==> src/rtl/barrel_pkg.sv <==
// Shared definitions for the barrel shifter / normalizer family.
// Direction encodings and shift-amount width helper.
package barrel_pkg;

  localparam bit DIR_LEFT  = 1'b1;
  localparam bit DIR_RIGHT = 1'b0;

  function automatic int shamt_width(input int length);
    return $clog2(length);
  endfunction

endpackage

==> src/rtl/normalize_stage.sv <==
// One normalizer stage: conditional 2^K shift when the edge field
// is all zero, registered with valid and partial shift amount.
module normalize_stage
  import barrel_pkg::*;
#(
  parameter int LENGTH = 8,
  parameter int K      = 0,
  parameter bit LEFT   = DIR_LEFT
) (
  input  logic                           clk,
  input  logic                           rst_n,
  input  logic                           advance_i,
  input  logic                           valid_i,
  input  logic [LENGTH-1:0]              data_i,
  input  logic [shamt_width(LENGTH)-1:0] shamt_i,
  output logic                           valid_o,
  output logic [LENGTH-1:0]              data_o,
  output logic [shamt_width(LENGTH)-1:0] shamt_o
);

  localparam int S = shamt_width(LENGTH);
  localparam int W = 1 << K;

  logic              edge_zero;
  logic [LENGTH-1:0] data_d;
  logic [S-1:0]      shamt_d;
  logic              valid_q;
  logic [LENGTH-1:0] data_q;
  logic [S-1:0]      shamt_q;

  if (LEFT == DIR_LEFT) begin : g_left
    assign edge_zero = (data_i[LENGTH-1 -: W] == '0);
  end else begin : g_right
    assign edge_zero = (data_i[W-1:0] == '0);
  end

  always_comb begin
    shamt_d    = shamt_i;
    shamt_d[K] = edge_zero;
    data_d     = data_i;
    if (edge_zero) begin
      if (LEFT == DIR_LEFT) data_d = data_i << W;
      else                  data_d = data_i >> W;
    end
  end

  // Data loads even for bubbles; only the valid bit gives it meaning.
  always_ff @(posedge clk or negedge rst_n) begin
    if (!rst_n) begin
      valid_q <= 1'b0;
      data_q  <= '0;
      shamt_q <= '0;
    end else if (advance_i) begin
      valid_q <= valid_i;
      data_q  <= data_d;
      shamt_q <= shamt_d;
    end
  end

  assign valid_o = valid_q;
  assign data_o  = data_q;
  assign shamt_o = shamt_q;

endmodule

==> src/rtl/barrel_normalize.sv <==
// Pipelined normalizer: leading/trailing zero count plus the
// normalized word, one stage per shift-amount bit.
module barrel_normalize
  import barrel_pkg::*;
#(
  parameter int LENGTH = 8,
  parameter bit LEFT   = DIR_LEFT
) (
  input  logic                           clk,
  input  logic                           rst_n,
  input  logic                           in_valid,
  output logic                           in_ready,
  input  logic [LENGTH-1:0]              in_data,
  output logic                           out_valid,
  input  logic                           out_ready,
  output logic [LENGTH-1:0]              out_data,
  output logic [shamt_width(LENGTH)-1:0] out_shamt,
  output logic                           out_zero
);

  localparam int S = shamt_width(LENGTH);

  logic              advance;
  logic [S:0]        vld;
  logic [LENGTH-1:0] dat [S+1];
  logic [S-1:0]      sh  [S+1];

  // Global stall: the whole pipe moves whenever the output can drain.
  assign advance  = !vld[0] || out_ready;
  assign in_ready = advance;

  assign vld[S] = in_valid;
  assign dat[S] = in_data;
  assign sh[S]  = '0;

  for (genvar k = S - 1; k >= 0; k--) begin : g_stage
    normalize_stage #(
      .LENGTH (LENGTH),
      .K      (k),
      .LEFT   (LEFT)
    ) u_stage (
      .clk       (clk),
      .rst_n     (rst_n),
      .advance_i (advance),
      .valid_i   (vld[k+1]),
      .data_i    (dat[k+1]),
      .shamt_i   (sh[k+1]),
      .valid_o   (vld[k]),
      .data_o    (dat[k]),
      .shamt_o   (sh[k])
    );
  end

  assign out_valid = vld[0];
  assign out_data  = dat[0];
  assign out_shamt = sh[0];
  assign out_zero  = vld[0] && (dat[0] == '0);

endmodule
==> config.mk <==
export PLATFORM = sky130hd
export DESIGN_NAME = barrel_normalize
export DESIGN_NICKNAME = d
export VERILOG_FILES = /design/src/rtl/barrel_pkg.sv /design/src/rtl/normalize_stage.sv /design/src/rtl/barrel_normalize.sv
export SDC_FILE = /design/constraint.sdc
export NUM_CORES = 1
export LEC_CHECK = 0
export ABC_AREA = 1
export ABC_CLOCK_PERIOD_IN_PS = 2400
export CAP_MARGIN = 15
export CELL_PAD_IN_SITES_DETAIL_PLACEMENT = 0
export CELL_PAD_IN_SITES_GLOBAL_PLACEMENT = 1
export CORE_MARGIN = 2
export CORE_UTILIZATION = 44
export CTS_BUF_LIST = sky130_fd_sc_hd__clkbuf_4
export CTS_CLUSTER_DIAMETER = 60
export DETAILED_ROUTE_END_ITERATION = 7
export PLACE_DENSITY = 0.92
export SYNTH_ARGS = -nofsm -noshare
export SYNTH_HDL_FRONTEND = slang
export SYNTH_SLANG_ARGS = --single-unit
==> constraint.sdc <==
create_clock -name clk -period 2.4 [get_ports clk]
set_input_delay 0.36 -clock clk [delete_from_list [all_inputs] [get_ports clk]]
set_output_delay 0.36 -clock clk [all_outputs]
set_load 0.03 [all_outputs]
==> impl_metrics.json, run 1 <==
{
  "combined_area_of_all_synthesized_cells_um2": 1662,
  "skew_ns": 0.01008,
  "synth_top_area_share_pct": 49.70,
  "crit_type": "flop to output pin",
  "cts_tree": "done",
  "worst_pin_slew_ns": 0.4439,
  "slew-limit-headroom_pct": 70.41,
  "post-cts-setup-buffers": 0,
  "netlist-cell-type-count": 15,
  "worstHoldPathType": "input port to asynchronous set/reset pin",
  "avgViaCountPerCell": 4.604,
  "cpMostUsedCell": "sky130_fd_sc_hd__nor2_1",
  "p_sw_mw": 0.8715,
  "yosysWarningCount": 0,
  "synth.yosys.seq_area_share_pct": 49.70,
  "dieHeight_um": 65.45,
  "syn_nets": 221,
  "drtPass1Iterations": 4,
  "grt_max_degree": 34,
  "cts_hold_buf": 0,
  "boundaryPins": 26,
  "clock_tree.htree_level_count": 2,
  "internal_power_mw": 1.240,
  "cp-start-kind": "flop",
  "fp-row-count": 22,
  "post_cts.resized_instances": 0,
  "timing.critical_path.max_delay_family": "buffers and inverters",
  "syn_to_final_growth_pct": 15.21,
  "core_um2": 3633,
  "root_buffer": "sky130_fd_sc_hd__clkbuf_4",
  "detail_route.wl_per_cell_um": 9.770,
  "clock_sinks": 33,
  "grt_pass1_wl_mm": 5.037,
  "syn_avg_cell_area_um2": 7.950,
  "crit_slowest_cell": "sky130_fd_sc_hd__clkdlybuf4s50_1",
  "final.min_clock_period_ns": 2.055,
  "power_frac_clock_pct": 14.1,
  "cp-end-kind": "output pin",
  "synth_top_area_cell": "sky130_fd_sc_hd__dfrtp_1",
  "synthCells": 209,
  "cts.path.max_buffers": 2,
  "critical-path-max-stage-delay_ns": 0.67,
  "report.final.setup_viol": 0,
  "detailed_route_wire_length_mm": 2.716,
  "drive_above_1_share_pct": 6.957,
  "pwr-share-seq_pct": 43.3,
  "grt_most_used_layer": "met2",
  "path_cells": "nor2_1, nand3_1, nor2_1, clkdlybuf4s50_1",
  "groute.layer.met2.usage_pct": 26.28,
  "timing_hold_violations_final": 0,
  "synthTopCellsByArea": "sky130_fd_sc_hd__dfrtp_1, sky130_fd_sc_hd__nand2_1, sky130_fd_sc_hd__inv_1, sky130_fd_sc_hd__buf_4, sky130_fd_sc_hd__buf_6",
  "gr-usage-met1_pct": 18.04,
  "dp_hpwl_mm": 1.900,
  "antenna_cells_inserted": 0,
  "placed_cell_area_um2": 1859,
  "drt_iter0_markers": 59,
  "drt_drc_violations_left": 0,
  "cts.reportedPaths.clkPinSlew_ns": 0.10,
  "rsz_0062_raised_after_global_routing": "false",
  "critical_path_arrival_ns": 1.70,
  "globalRoute.totalOverflow": 0,
  "design.die.area_um2": 4284,
  "setup_total_negative_slack_ns": 0,
  "first_global_vias": 1181,
  "cts-buffers-inserted": 5,
  "worstPathMaxFanout": 3,
  "achievable-frequency_mhz": 486.6,
  "powerDensity_nw_per_um2": 1103,
  "part_of_the_power_in_combinational_logic_pct": 42.5,
  "initial_utilization_pct": 45.73,
  "critPathRequiredTime_ns": 2.04,
  "timing_max_transition_violations_final": 0,
  "path_buf_inv": 1,
  "grt_use_met3_pct": 4.623,
  "irDropWorstVdd_uv": 312.4,
  "ant_nets": 0,
  "grt_usage_pct": 15.50,
  "post-route-cell-area_um2": 1914,
  "final_cycle_share_pct": 85.64,
  "placement.io_buffers": 25,
  "status": "finished clean",
  "layout.nets": 241,
  "worst_skew_pair_latency_ns": 0.33,
  "cap_violations": 0,
  "path_depth": 4,
  "p_leak_nw": 0.9980,
  "switching_portion_of_total_power_pct": 41.27,
  "die_width_um": 65.45,
  "initial_antenna_violation_count": 0,
  "num_vias": 1280,
  "rr_worst_depth": 6,
  "routabilityCongestion": 0.7805,
  "synth_seq_cells": 33
}
cell usage after synthesis:
| cell type | instances |
|---|---|
| sky130_fd_sc_hd__o211ai_1 | 6 |
| sky130_fd_sc_hd__nand2_8 | 1 |
| sky130_fd_sc_hd__inv_1 | 27 |
| sky130_fd_sc_hd__nand2_2 | 2 |
| sky130_fd_sc_hd__inv_4 | 1 |
| sky130_fd_sc_hd__o21ai_0 | 6 |
| sky130_fd_sc_hd__nand3_1 | 13 |
| sky130_fd_sc_hd__nand2_1 | 87 |
| sky130_fd_sc_hd__dfrtp_1 | 33 |
| sky130_fd_sc_hd__a21boi_0 | 4 |
| sky130_fd_sc_hd__buf_6 | 6 |
| sky130_fd_sc_hd__o21ai_1 | 5 |
| sky130_fd_sc_hd__buf_4 | 9 |
| sky130_fd_sc_hd__inv_6 | 1 |
| sky130_fd_sc_hd__nor2_1 | 8 |
worst reg2reg max path, delay by kind of cell, from the launching register on:
kind            cells  cell delay, ns
simple gates        2            0.15
compound gates      1            0.07
flops               1            0.41
buf+inv             3            0.67
metrics by stage:
step | setup WS, ns | hold slack [ns] | utilization, % | std cells | total power, mW
finish | 0.3447 | 0.4100 | 52.69 | 278 | 2.112
CTS | 0.3167 | 0.4144 | 52.69 | 278 | 2.140
global placement | 0.3793 | 0.4386 | 51.17 | 270 | 1.820
detailed placement | 0.3844 | 0.4559 | 51.17 | 270 | 1.834
floorplan | 0.7621 | 0.06441 | - | 209 | 1.655
global route | 0.2004 | 0.4403 | 52.69 | 278 | 2.303
flip-flops by register name, indices dropped and copies added, names as in the netlist:
| signal | flops |
|---|---|
| g_stage.u_stage.data_o | 24 |
| g_stage.u_stage.shamt_o | 6 |
| g_stage.u_stage.valid_o | 3 |
power groups by stage:
stage / Sequential, mW / Clock (mW) / Combinational (mW)
floorplan: 0.930 / 0 / 0.724
global placement: 0.920 / 0 / 0.900
detailed placement: 0.925 / 0 / 0.909
CTS: 0.915 / 0.313 / 0.912
global route: 0.946 / 0.347 / 1.01
finish: 0.915 / 0.299 / 0.898
cell usage in the layout (no fill, tap or decap), drive strengths merged:
| cell | synthesis | routed |
|---|---|---|
| nand2 | 90 | 90 |
| dfrtp | 33 | 33 |
| inv | 29 | 29 |
| clkdlybuf4s50 | 0 | 25 |
| nand3 | 13 | 13 |
| o21ai | 11 | 11 |
| nor2 | 8 | 8 |
| o211ai | 6 | 6 |
| clkbuf | 0 | 6 |
| a21boi | 4 | 4 |
| buf | 15 | 3 |
| clkinv | 0 | 2 |
final cells by class:
| class | count | area (µm²) |
|---|---|---|
| clock buffer | 6 | 45.04 |
| clock inverter | 2 | 10.01 |
| fill | 357 | 1719 |
| inverter | 29 | 116.4 |
| multi-input combinational | 132 | 584.3 |
| sequential | 33 | 825.8 |
| tap | 48 | 60.06 |
| timing repair buffer | 28 | 272.8 |
final timing paths:
check | start | endpoint | slack, ns
worst max-delay path | g_stage[0].u_stage.data_o[0] | out_zero | 0.34
worst min-delay path | rst_n | g_stage[0].u_stage.shamt_o[2] | 0.41
worst max register to register | g_stage[0].u_stage.valid_o | g_stage[0].u_stage.shamt_o[0] | 0.98
worst min register to register | g_stage[1].u_stage.valid_o | g_stage[0].u_stage.valid_o | 0.47
max in group asynchronous | rst_n | g_stage[1].u_stage.data_o[2] | 1.70
min in group clk | g_stage[1].u_stage.valid_o | g_stage[0].u_stage.valid_o | 0.47
metal layers:
metal | wire length (µm) | up-vias | part of all wire (%)
li1 | - | 670 | -
met1 | 1203 | 574 | 44
met2 | 1287 | 29 | 47
met3 | 161 | 7 | 5.9
met4 | 64 | 0 | 2.4
met5 | 0 | - | 0
cell families after synthesis:
family / count (synthesis) / share of synthesized area, %
simple gates: 111 / 27.33
buf+inv: 44 / 15.14
flops: 33 / 49.70
compound gates: 21 / 7.831
Power figures use the tool's default switching activity.
==> run 2, diff against run 1 <==
--- a/config.mk
+++ b/config.mk
@@ -15,6 +15,7 @@
 export CTS_BUF_LIST = sky130_fd_sc_hd__clkbuf_4
 export CTS_CLUSTER_DIAMETER = 60
 export DETAILED_ROUTE_END_ITERATION = 7
+export MAX_ROUTING_LAYER = met4
 export PLACE_DENSITY = 0.92
 export SYNTH_ARGS = -nofsm -noshare
 export SYNTH_HDL_FRONTEND = slang
==> impl_metrics.json, run 2 (same netlist as run 1, synthesis figures left out) <==
{
  "clock_tree.htree_level_count": 2,
  "path_cells": "nor2_1, nand3_1, nor2_1, clkdlybuf4s50_1",
  "cts.reportedPaths.clkPinSlew_ns": 0.10,
  "flip_flop_count_of_the_largest_register_all_copies_and_words_added": 24,
  "grt_usage_pct": 15.92,
  "root_buffer": "sky130_fd_sc_hd__clkbuf_4",
  "post_cts.resized_instances": 0,
  "dieHeight_um": 65.45,
  "switching_portion_of_total_power_pct": 41.27,
  "cts-buffers-inserted": 5,
  "timing_hold_violations_final": 0,
  "cap_violations": 0,
  "setup_total_negative_slack_ns": 0,
  "totalPowerFinal_mw": 2.112,
  "crit_type": "flop to output pin",
  "post-cts-setup-buffers": 0,
  "internal_power_mw": 1.240,
  "num_vias": 1281,
  "grt_most_used_layer": "met2",
  "status": "finished clean",
  "placement.io_buffers": 25,
  "first_global_vias": 1181,
  "powerDensity_nw_per_um2": 1103,
  "detail_route.wl_per_cell_um": 9.770,
  "initial_antenna_violation_count": 0,
  "crit_slowest_cell": "sky130_fd_sc_hd__clkdlybuf4s50_1",
  "power_frac_clock_pct": 14.1,
  "cp-end-kind": "output pin",
  "p_sw_mw": 0.8715,
  "drt_drc_violations_left": 0,
  "worst_skew_pair_latency_ns": 0.33,
  "critical_path_arrival_ns": 1.70,
  "boundaryPins": 26,
  "irDropWorstVdd_uv": 312.4,
  "reg2reg_setup_slack_ns": 0.98,
  "grt_pass1_wl_mm": 5.037,
  "initial_utilization_pct": 45.73,
  "drt_iter0_markers": 59,
  "skew_ns": 0.01006,
  "slew-limit-headroom_pct": 70.41,
  "cts.path.max_buffers": 2,
  "cpMostUsedCell": "sky130_fd_sc_hd__nor2_1",
  "design.die.area_um2": 4284,
  "layout.nets": 241,
  "grt_use_met3_pct": 4.623,
  "part_of_the_power_in_combinational_logic_pct": 42.5,
  "dp_hpwl_mm": 1.900,
  "final_cycle_share_pct": 85.64,
  "routabilityCongestion": 0.7912,
  "drive_above_1_share_pct": 6.957,
  "groute.layer.met2.usage_pct": 26.28,
  "timing_max_transition_violations_final": 0,
  "drtPass1Iterations": 4,
  "ant_nets": 0,
  "worstPathMaxFanout": 3,
  "syn_to_final_growth_pct": 15.21,
  "pwr-share-seq_pct": 43.3,
  "cts_tree": "done",
  "globalRoute.totalOverflow": 0,
  "critical-path-max-stage-delay_ns": 0.67,
  "layout.cells.most_common": "sky130_fd_sc_hd__nand2_1",
  "critPathRequiredTime_ns": 2.04,
  "fp-row-count": 22,
  "grt_max_degree": 34,
  "rsz_0062_raised_after_global_routing": "false",
  "worstHoldPathType": "input port to asynchronous set/reset pin",
  "die_width_um": 65.45,
  "avgViaCountPerCell": 4.608,
  "report.final.setup_viol": 0,
  "final.min_clock_period_ns": 2.055,
  "cp-start-kind": "flop",
  "detailed_route_wire_length_mm": 2.716,
  "achievable-frequency_mhz": 486.5,
  "cts_hold_buf": 0,
  "worst_pin_slew_ns": 0.4439,
  "layout_common_cells": "sky130_fd_sc_hd__nand2_1, sky130_fd_sc_hd__dfrtp_1, sky130_fd_sc_hd__inv_1",
  "p_leak_nw": 0.9980,
  "gr-usage-met1_pct": 18.04,
  "antenna_cells_inserted": 0,
  "clock_sinks": 33,
  "core_um2": 3633
}
run 2: cell counts in the layout (fill, tap and decap cells not counted):
Identical to the previous run, type by type.
run 2: path summary, 6_finish.rpt:
kind / startpoint / endpoint / cells after the start
setup / recovery: g_stage[0].u_stage.data_o[0] / out_zero / 4
max in group asynchronous: rst_n / g_stage[1].u_stage.data_o[2] / 2
setup reg to reg: g_stage[0].u_stage.valid_o / g_stage[0].u_stage.shamt_o[0] / 6
min in group clk: g_stage[1].u_stage.valid_o / g_stage[0].u_stage.valid_o / 2
hold reg to reg: g_stage[1].u_stage.valid_o / g_stage[0].u_stage.valid_o / 2
hold / removal: rst_n / g_stage[0].u_stage.shamt_o[2] / 2
run 2: critical path, delay by kind of cell, from the launching register on:
| family | cells | cell delay [ns] |
|---|---|---|
| simple gates | 3 | 0.29 |
| flops | 1 | 0.41 |
| buf+inv | 1 | 0.67 |
run 2: final cells by class:
cell class / instances / area [µm²]
timing repair buffer: 28 / 272.8
inverter: 29 / 116.4
tap: 48 / 60.06
fill: 357 / 1719
sequential: 33 / 825.8
clock inverter: 2 / 10.01
clock buffer: 6 / 45.04
multi-input combinational: 132 / 584.3
run 2: through the flow:
| stage | instances | util (%) | instance area [µm²] | setup slack (ns) | hold slack [ns] |
|---|---|---|---|---|---|
| finish | 278 | 52.69 | 1914 | 0.3446 | 0.4098 |
| global route | 278 | 52.69 | 1914 | 0.2004 | 0.4403 |
| CTS | 278 | 52.69 | 1914 | 0.3167 | 0.4144 |
| detailed placement | 270 | 51.17 | 1859 | 0.3844 | 0.4559 |
| global placement | 270 | 51.17 | 1859 | 0.3793 | 0.4386 |
| floorplan | 209 | - | 1662 | 0.7621 | 0.06441 |
run 2: power by group through the flow:
stage          Combinational [mW]  Clock, mW  Sequential [mW]
6_report                    0.898      0.299            0.915
5_1_grt                      1.01      0.347            0.946
3_3_place_gp                0.900          0            0.920
4_1_cts                     0.912      0.313            0.915
2_1_floorplan               0.724          0            0.930
3_5_place_dp                0.909          0            0.925
run 2: layer usage:
metal  vias to the layer above  share of wire (%)  wire [µm]
li1                        670                  -          -
met1                       574                 44       1203
met2                        29                 47       1287
met3                         8                5.9        161
met4                         0                2.3         63
met5                         -                  0          0
